===== src/rtl/serial_mouse_uart_if.sv =====
// CPU I/O bus and mouse-packet strobe bundle for serial_mouse_uart.
// The DUT takes the slave side; the CPU/packet source takes the master side.
interface serial_mouse_uart_if;
  logic        iPktValid;
  logic [23:0] iPkt;
  logic [19:0] iAddr;
  logic        iWr;
  logic [7:0]  iWrData;
  logic        iRd;
  logic [7:0]  oRdData;
  logic        oSel;
  logic        oIntr;

  modport master (
    output iPktValid, iPkt, iAddr, iWr, iWrData, iRd,
    input  oRdData, oSel, oIntr
  );

  modport slave (
    input  iPktValid, iPkt, iAddr, iWr, iWrData, iRd,
    output oRdData, oSel, oIntr
  );
endinterface


===== src/rtl/serial_mouse_uart.sv =====
// PS/2 sample -> Microsoft serial-mouse bytes, queued behind an 8250-style COM port.
// Define SERIAL_MOUSE_MBUTTON_EN for the Logitech 3-button (4th byte) extension.
module serial_mouse_uart #(
  parameter logic [19:0] BASE       = 20'h003F8,
  parameter int          FIFO_DEPTH = 16
) (
  input logic          iClk,
  input logic          iRst,
  serial_mouse_uart_if.slave bus
);
  localparam int PW = $clog2(FIFO_DEPTH);
`ifdef SERIAL_MOUSE_MBUTTON_EN
  localparam logic [PW:0] PKT_SLOTS = (PW+1)'(4);
  localparam logic [PW:0] IDENT_LEN = (PW+1)'(2);
`else
  localparam logic [PW:0] PKT_SLOTS = (PW+1)'(3);
  localparam logic [PW:0] IDENT_LEN = (PW+1)'(1);
`endif

  typedef enum logic [2:0] {
    IDLE, B0, B1, B2
`ifdef SERIAL_MOUSE_MBUTTON_EN
    , B3
`endif
  } tSeqState;

  tSeqState state, stateNext;

  logic [7:0]  mem [FIFO_DEPTH];
  logic [PW-1:0] wrPtr, rdPtr;
  logic [PW:0] count, freeSlots;
  logic [3:0]  ier;
  logic [7:0]  lcr, scr, dll, dlm;
  logic [4:0]  mcr;
  logic        oe, rdPrev, intr;
  logic [7:0]  pktByte0, pktByte1, pktByte2;
  logic [2:0]  off;
  logic        sel, rdAct, rdFirst, wrAct, dlab, dr, dtrRts;
  logic        identHit, pktAccept, pktDrop, push, pop;
  logic [7:0]  pushData, rdData;
  logic [8:0]  x9, y9;
  logic [9:0]  yn;
  logic [7:0]  dx, dy, st;
  logic        unusedBits;

  assign off      = bus.iAddr[2:0];
  assign sel      = (bus.iAddr[19:3] == BASE[19:3]);
  assign rdAct    = bus.iRd & sel;
  assign rdFirst  = rdAct & ~rdPrev;
  assign wrAct    = bus.iWr & sel;
  assign dlab     = lcr[7];
  assign dr       = (count != '0);
  assign dtrRts   = mcr[0] & mcr[1];
  assign freeSlots = (PW+1)'(FIFO_DEPTH) - count;
  assign identHit = wrAct && (off == 3'd4) && bus.iWrData[0] && bus.iWrData[1] && !dtrRts;
  assign pktAccept = bus.iPktValid && dtrRts && (state == IDLE) && (freeSlots >= PKT_SLOTS);
  assign pktDrop  = bus.iPktValid && dtrRts && !pktAccept;
  assign pop      = rdFirst && (off == 3'd0) && !dlab && dr;
  assign st       = bus.iPkt[23:16];
  assign unusedBits = ^bus.iPkt[3:2];

  // Sign-extend into 9 bits, saturate on PS/2 overflow, flip Y (PS/2 up = serial down).
  always_comb begin
    x9 = {st[4], bus.iPkt[15:8]};
    y9 = {st[5], bus.iPkt[7:0]};
    if (st[6]) x9 = st[4] ? 9'h100 : 9'h0FF;
    if (st[7]) y9 = st[5] ? 9'h100 : 9'h0FF;
    yn = -{y9[8], y9};
    if ($signed(x9) > 9'sd127)       dx = 8'h7F;
    else if ($signed(x9) < -9'sd128) dx = 8'h80;
    else                             dx = x9[7:0];
    if ($signed(yn) > 10'sd127)       dy = 8'h7F;
    else if ($signed(yn) < -10'sd128) dy = 8'h80;
    else                              dy = yn[7:0];
  end

`ifdef SERIAL_MOUSE_MBUTTON_EN
  logic       midHeld, has4th;
  logic [7:0] pktByte3;

  always_ff @(posedge iClk) begin
    if (iRst || identHit) midHeld <= 1'b0;
    else if (pktAccept)   midHeld <= st[2];
  end
`endif

  // NOTE: the packet latch and FIFO storage carry no reset; the state/count logic masks stale contents.
  always_ff @(posedge iClk) begin
    if (pktAccept) begin
      pktByte0 <= {2'b01, st[0], st[1], dy[7:6], dx[7:6]};
      pktByte1 <= {2'b00, dx[5:0]};
      pktByte2 <= {2'b00, dy[5:0]};
`ifdef SERIAL_MOUSE_MBUTTON_EN
      has4th   <= st[2] | midHeld;
      pktByte3 <= st[2] ? 8'h20 : 8'h00;
`endif
    end
  end

  always_ff @(posedge iClk) begin
    if (iRst) state <= IDLE;
    else      state <= stateNext;
  end

  // NOTE: every always_comb output gets a default first so no path leaves it unassigned (no latch).
  always_comb begin
    stateNext = state;
    push      = 1'b0;
    pushData  = 8'h00;
    unique case (state)
      IDLE: if (pktAccept) stateNext = B0;
      B0: begin push = 1'b1; pushData = pktByte0; stateNext = B1; end
      B1: begin push = 1'b1; pushData = pktByte1; stateNext = B2; end
      B2: begin
        push = 1'b1; pushData = pktByte2;
`ifdef SERIAL_MOUSE_MBUTTON_EN
        stateNext = has4th ? B3 : IDLE;
      end
      B3: begin push = 1'b1; pushData = pktByte3; stateNext = IDLE; end
`else
        stateNext = IDLE;
      end
`endif
      default: stateNext = IDLE;
    endcase
    if (identHit) begin
      stateNext = IDLE;
      push      = 1'b0;
    end
  end

  // Ident flushes the queue and preloads the ident byte(s) from slot 0.
  always_ff @(posedge iClk) begin
    if (identHit) begin
      mem[0] <= 8'h4D;
`ifdef SERIAL_MOUSE_MBUTTON_EN
      mem[1] <= 8'h33;
`endif
    end else if (push) begin
      mem[wrPtr] <= pushData;
    end
  end

  // NOTE: sequential state uses non-blocking assignments so every register samples pre-edge values.
  always_ff @(posedge iClk) begin
    if (iRst) begin
      wrPtr <= '0;
      rdPtr <= '0;
      count <= '0;
    end else if (identHit) begin
      wrPtr <= IDENT_LEN[PW-1:0];
      rdPtr <= '0;
      count <= IDENT_LEN;
    end else begin
      if (push) wrPtr <= wrPtr + 1'b1;
      if (pop)  rdPtr <= rdPtr + 1'b1;
      if (push && !pop)      count <= count + 1'b1;
      else if (pop && !push) count <= count - 1'b1;
    end
  end

  always_ff @(posedge iClk) begin
    if (iRst) begin
      ier    <= '0;
      lcr    <= '0;
      mcr    <= '0;
      scr    <= '0;
      dll    <= 8'h0C;
      dlm    <= '0;
      oe     <= 1'b0;
      rdPrev <= 1'b0;
      intr   <= 1'b0;
    end else begin
      rdPrev <= rdAct;
      intr   <= ier[0] & dr & mcr[3];
      if (wrAct) begin
        case (off)
          3'd0: if (dlab) dll <= bus.iWrData;
          3'd1: if (dlab) dlm <= bus.iWrData; else ier <= bus.iWrData[3:0];
          3'd3: lcr <= bus.iWrData;
          3'd4: mcr <= bus.iWrData[4:0];
          3'd7: scr <= bus.iWrData;
          default: ;
        endcase
      end
      if (rdFirst && off == 3'd5) oe <= 1'b0;
      if (identHit)     oe <= 1'b0;
      else if (pktDrop) oe <= 1'b1;
    end
  end

  always_comb begin
    rdData = 8'h00;
    if (sel) begin
      case (off)
        3'd0: rdData = dlab ? dll : (dr ? mem[rdPtr] : 8'h00);
        3'd1: rdData = dlab ? dlm : {4'b0, ier};
        3'd2: rdData = (ier[0] && dr) ? 8'hC4 : 8'hC1;
        3'd3: rdData = lcr;
        3'd4: rdData = {3'b0, mcr};
        3'd5: rdData = {1'b0, 1'b1, 1'b1, 3'b0, oe, dr};
        3'd6: rdData = 8'hB0;
        default: rdData = scr;
      endcase
    end
  end

  assign bus.oRdData = rdData;
  assign bus.oSel    = sel;
  assign bus.oIntr   = intr;
endmodule


===== src/flat_wrapper.sv =====
// flat-port wrapper written by rule: the top's interface ports become plain ports
module serial_mouse_uart_flat 
#(
  parameter logic [19:0] BASE       = 20'h003F8,
  parameter int          FIFO_DEPTH = 16
)
  (iClk, iRst, bus_iPktValid, bus_iPkt, bus_iAddr, bus_iWr, bus_iWrData, bus_iRd, bus_oRdData, bus_oSel, bus_oIntr);
  serial_mouse_uart_if bus_i ();
  input logic iClk;
  input logic iRst;
  input wire logic [$bits(bus_i.iPktValid)-1:0] bus_iPktValid;
  input wire logic [$bits(bus_i.iPkt)-1:0] bus_iPkt;
  input wire logic [$bits(bus_i.iAddr)-1:0] bus_iAddr;
  input wire logic [$bits(bus_i.iWr)-1:0] bus_iWr;
  input wire logic [$bits(bus_i.iWrData)-1:0] bus_iWrData;
  input wire logic [$bits(bus_i.iRd)-1:0] bus_iRd;
  output wire logic [$bits(bus_i.oRdData)-1:0] bus_oRdData;
  output wire logic [$bits(bus_i.oSel)-1:0] bus_oSel;
  output wire logic [$bits(bus_i.oIntr)-1:0] bus_oIntr;
  assign bus_i.iPktValid = bus_iPktValid;
  assign bus_i.iPkt = bus_iPkt;
  assign bus_i.iAddr = bus_iAddr;
  assign bus_i.iWr = bus_iWr;
  assign bus_i.iWrData = bus_iWrData;
  assign bus_i.iRd = bus_iRd;
  assign bus_oRdData = bus_i.oRdData;
  assign bus_oSel = bus_i.oSel;
  assign bus_oIntr = bus_i.oIntr;
  serial_mouse_uart #(.BASE(BASE), .FIFO_DEPTH(FIFO_DEPTH)) u_core (.iClk(iClk), .iRst(iRst), .bus(bus_i));
endmodule

===== config.mk =====
export PLATFORM = sky130hd
export DESIGN_NAME = serial_mouse_uart_flat
export DESIGN_NICKNAME = d
export VERILOG_FILES = /design/src/rtl/serial_mouse_uart_if.sv /design/src/rtl/serial_mouse_uart.sv /design/src/flat_wrapper.sv
export SDC_FILE = /design/constraint.sdc
export NUM_CORES = 1
export LEC_CHECK = 0
export CAP_MARGIN = 20
export CORE_UTILIZATION = 30
export DETAILED_ROUTE_END_ITERATION = 12
export HOLD_SLACK_MARGIN = 0.1
export PLACE_DENSITY = 0.5
export SETUP_SLACK_MARGIN = 0.05
export SLEW_MARGIN = 20
export SYNTH_ARGS = -nofsm -noshare
export SYNTH_HDL_FRONTEND = slang
export SYNTH_SLANG_ARGS = --single-unit

===== constraint.sdc =====
create_clock -name iClk -period 10.75 [get_ports iClk]
set_clock_uncertainty 0.2 [all_clocks]
set_input_delay 2.15 -clock iClk [delete_from_list [all_inputs] [get_ports iClk]]
set_output_delay 2.15 -clock iClk [all_outputs]
set_load 0.02 [all_outputs]

# Word level (Yosys, flattened, before mapping)
# Memory sizes are Yosys's and may differ from the RTL's. A register that Yosys moved wholly into a read port is not among the register bits.
# Cells that the tools add are included.
[word_totals] regBits=78 ram_bits=112 memories=1
[memory_table] memory="u_core.mem" words=16 word_bits=7 rd=1 rd_clocked_by_memory_dff=1 write_ports=1 line="serial_mouse_uart.sv:29" source="logic [7:0] mem [FIFO_DEPTH];"
[classes] n_addsub=6 magnitude_cmp=5 eq_ne=12 n_mux=34 bitwise_logic=8 n_reduce_logical=36
[ops] op="8-bit case mux with 7 select lines" count=1
[ops] op="8-bit 2-to-1 mux" count=6
[ops] op="9-bit 2-to-1 mux" count=4
[ops] op="7-bit case mux with 3 select lines" count=1
[ops] op="17-bit by 7-bit == test with 1-bit output (second input constant)" count=1
[ops] op="1-bit logical AND" count=15
[ops] op="1-bit 2-to-1 mux" count=13
[ops] op="3-bit by 2-bit == test with 1-bit output (second input constant)" count=4
[ops] op="3-bit == test (second input constant)" count=4
[ops] op="4-bit 2-to-1 mux" count=3
[ops] op="10-bit by 8-bit > comparator with 1-bit output (second input constant)" count=1
[ops] op="10-bit by 8-bit < comparator with 1-bit output (second input constant)" count=1
[ops] op="5-bit 2-to-1 mux" count=2
[ops] op="10-bit negator" count=1
[ops] op="9-bit by 8-bit > comparator with 1-bit output (second input constant)" count=1
[ops] op="9-bit by 8-bit < comparator with 1-bit output (second input constant)" count=1
[ops] op="3-bit case mux with 3 select lines" count=1
[ops] op="3-bit AND reduction" count=3
[ops] op="4-bit by 1-bit adder with 4-bit output (second input constant)" count=2
[ops] op="7-bit 2-to-1 mux" count=1
[ops] op="7-bit OR reduction" count=1
[ops] op="1-bit bitwise AND" count=6
[ops] op="3-bit by 1-bit == test with 1-bit output (second input constant)" count=2
[ops] op="3-bit zero test" count=2
[ops] op="14 further kinds" count=24

# Logic depth before layout (Yosys ltp)
[logic_depth] word_depth=12 ltp_mapped=15 mapped_depth_nobuf=14

# Worst setup path after synthesis
# No wires, ideal clock.
[synth_timing] path_type="input-to-output" startpoint="in bus_iAddr[15]" endpoint="out bus_oRdData[4]" t_arrival_ps=4145 t_required_ps=8400 slack_ps=4255 path_stages=6 cell_sequence="or4_4 -> nor4_4 -> and4b_2 -> buf_2 -> o21ai_0 -> a31oi_1"
[synth_between] elab_chain_len=2
[synth_rtl] element="from (decl)" line="flat_wrapper.sv:13" source="input wire logic [$bits(bus_i.iAddr)-1:0] bus_iAddr;"
[synth_rtl] element="17-bit by 7-bit == test with 1-bit output" line="serial_mouse_uart.sv:47" source="assign sel = (bus.iAddr[19:3] == BASE[19:3]);"
[synth_rtl] element="named net bus_oSel" line="flat_wrapper.sv:18" source="output wire logic [$bits(bus_i.oSel)-1:0] bus_oSel;"
[synth_rtl] element="8-bit 2-to-1 mux" line="serial_mouse_uart.sv:194" source="if (sel) begin"
[synth_rtl] element="to (decl)" line="flat_wrapper.sv:17" source="output wire logic [$bits(bus_i.oRdData)-1:0] bus_oRdData;"
# The timed path passes the listed nets, and every way through them passes these cells.

# Worst setup path in the final report
[layout_timing] startpoint="in bus_iAddr[1]" endpoint="out bus_oRdData[6]"
[layout_between] elab_chain_len=3 word_cells_on_any_way=9
[layout_rtl] element="3-bit == test (tied with other cells)" line="serial_mouse_uart.sv:195" source="case (off)"
[layout_rtl] element="8-bit case mux with 7 select lines (*)" line="serial_mouse_uart.sv:195"
[layout_rtl] element="8-bit 2-to-1 mux (*)" line="serial_mouse_uart.sv:194"
# Mark *: on every way between the ends. The rest lies on a longest branch, timed or not.

==> metrics.csv <==
metric,value,unit
syn_nets,793,
n_antenna_cell,0,
worst_r2r_path_depth,14,
overflow,0,
worst-setup-path-type,input port to output pin,
holdBufCountCts,0,
setup_violations,0,
clockBufferDepth,2,
synth-seq-cells,193,
syn_area_per_cell,12.5,sq um
hpwlAfterDp,14.1,mm
crit_top_cell,clkdlybuf4s50_1,
place.gp.congestion,0.767,
area.growth.synth_to_final,20.3,%
rows,62,
postSynth.asyncResetShare,0,%
slew_headroom,27.9,%
cts-htree-levels,4,
rsz0062_at_grt,false,
cp_top_family,buffers and inverters,
hold_path.class,flip-flop to flip-flop,
cts_root_buf,clkbuf_16,
synthCells,719,
avgViaCountPerCell,5.01,
status,"finished, final reports clean",
place_area,0.0101,sq mm
ios,67,
r2r-end,u_core.count[4],
grt_max_degree,47,
regArea,0.00516,sq mm
p_per_area,142,mW/mm^2
min_to,u_core.dll[3],
first_pass_iters,5,
n_fill_cell,2802,
drcViolationCount,0,
antenna_found_initial,0,
crit_arrival,5.30,ns
finalSetupTns,0,ns
wl_per_cell,17.8,microns
vdd_ir_drop_max,0.000105,V
min_path_cells,1,
synth_area_leaders,"edfxtp_1 (44%), dfxtp_1 (14%), mux4_2 (6.8%)",
worst-path-buf-inv,2,
grt_pass1_wl,33.3,mm
dieArea,0.0306,sq mm
p_leak,3.77,nW
postCtsSetupBuffers,0,
grt_pass1_vias,5727,
postCtsResizedCells,0,
cp_slowest_stage_delay,0.82,ns
coreArea,0.0291,sq mm
dr.first_iter.drc_count,363,
synthTopCellsByCount,"edfxtp_1 (130), nor2_1 (69), dfxtp_1 (63), mux2i_1 (53), o21ai_0 (39)",
max_cap_violations,0,
track_usage,14.3,%
r2r-start,u_core.count[0],
die_y,175,microns
num_vias,5914,
holdCritStartpoint,u_core.dll[3],
fmax,131,MHz
synth-main-ff-cell,edfxtp_1,
crit_fanout,22,
finalHoldViolations,0,
drv_slew,0,
finalCritPeriodShare,71.2,%
insertion_delay,0.43,ns
path_cells,clkdlybuf4s50_1 -> or2_2 -> or4_1 -> nor4_1 -> a31oi_1 -> a21oi_1 -> clkdlybuf4s50_1,
fp.dieW,175,microns
synth_edf_count,130,
final_nets,858,
yosysTopAreaCellShare,43.5,%
slowest_stage,clkdlybuf4s50_1,
numCtsBuffers,17,
ys.warnings.count,0,
multi_input_area,0.00352,sq mm
tightest_slew,1.08,ns
yosysTopAreaCell,edfxtp_1,
synthesis.area,0.00897,sq mm
clk_pin_slew,0.07,ns
port_buffers,64,
cp.required,8.40,ns
finalCriticalPeriod,7.65,ns
ant_nets,0,
fin_area,0.0108,sq mm
yosysSeqAreaShare,57.6,%
wirelength,21.1,mm
cts_tree,yes,
synth.most_common_cell,edfxtp_1,
drive_above_1_share,14.3,%
end_kind,output pin,
critPathLaunchType,input port,
start_util,30.8,%
rrSetupSlack,6.59,ns
clkSinkCount,193,
synth.distinct_cells,68,
==> layer usage <==
metal	routed length [microns]	GRT usage, %	vias up
li1	-	-	2871
met3	631	2.52	15
met2	10100	23.2	97
met4	208	3.70	0
met1	10100	19.7	2931
met5	0	0	-
==> worst max path at each step <==
stage | from | endpoint | cells past startpoint
after floorplan | bus_iAddr[15] | bus_oRdData[4] | 6
after global placement | bus_iAddr[1] | bus_oRdData[6] | 7
after detailed placement | bus_iAddr[1] | bus_oRdData[6] | 7
after CTS | bus_iAddr[1] | bus_oRdData[6] | 7
after global routing | bus_iAddr[1] | bus_oRdData[6] | 7
final | bus_iAddr[1] | bus_oRdData[6] | 7
==> cell usage in the layout, fill, tap and decap left out, types with 6 or more instances in the layout <==
cell type	Yosys	layout
a21oi_1	26	26
mux4_2	27	27
mux2i_1	53	53
nor2b_1	13	13
ha_1	16	16
dfxtp_1	63	63
a31oi_1	6	6
nand2_1	31	31
nand2b_1	10	10
nor2_1	69	69
or3_1	6	6
nand3_1	13	13
nor4_1	10	10
edfxtp_1	130	130
clkbuf_16	0	24
nor3_1	18	18
buf_4	0	28
o21ai_0	39	36
xnor2_1	8	8
inv_1	26	26
clkdlybuf4s50_1	0	63
a222oi_1	6	6
==> cell type report <==
class                   count  area share (%)
clock buffers              27            5.86
clock inverters             5           0.394
inverters                  27           0.939
multi-input cells         453            32.7
flip-flops and latches    193            47.9
well taps                 384            4.45
repair buffers             92            7.84
==> registers in the layout, indices dropped and copies added, names as in the netlist, 6 cells and up, named ones only <==
name             cells
u_core.dll           8
u_core.dlm           8
u_core.lcr           8
u_core.mem         112
u_core.pktByte0      6
u_core.pktByte1      6
u_core.pktByte2      6
u_core.scr           8
==> logic make-up after synthesis <==
group / after synthesis / share of synthesized area, %
xor gates and xnor gates: 11 / 1.07
buffers and inverters: 73 / 3.21
muxes: 85 / 13.3
and+or+nand+nor: 213 / 12.9
adders and majority gates: 18 / 2.57
AOI/OAI and AO/OA: 126 / 9.36
DFF: 193 / 57.6
==> worst reg2reg max path, cell delays in order (launching register included) <==
cell and delay, ns:
dfxtp_1 0.51, inv_1 0.08, ha_1 0.26, nor3b_1 0.17, ha_1 0.27, nor4_1 0.67, nand3_1 0.26, ha_1 0.30
inv_1 0.14, ha_1 0.29, a21o_1 0.19, a21oi_1 0.21, xnor2_1 0.10, or3_1 0.31, a21oi_1 0.13
==> per-stage QoR <==
| step | hold slack, ns | util [%] | instances | total power, W | setup WS [ns] |
|---|---|---|---|---|---|
| global placement | 0.260 | 34.8 | 1149 | 0.000863 | 3.11 |
| global route | 0.314 | 37.1 | 1181 | 0.00158 | 2.95 |
| detailed placement | 0.257 | 34.8 | 1149 | 0.000862 | 3.08 |
| CTS | 0.281 | 37.1 | 1181 | 0.00155 | 3.08 |
| floorplan | 0.239 | - | 719 | 0.000831 | 4.26 |
| finish | 0.276 | 37.1 | 1181 | 0.00153 | 3.10 |
==> report_power, final <==
part	total [W]	internal, W	switching [W]
Clock	0.000686	0.000409	0.000277
Sequential	0.000784	0.000784	0.0000000000495
Combinational	0.0000622	0.0000298	0.0000324
Total	0.00153	0.00122	0.000309
Note: power is estimated with default switching activity, not from simulation.
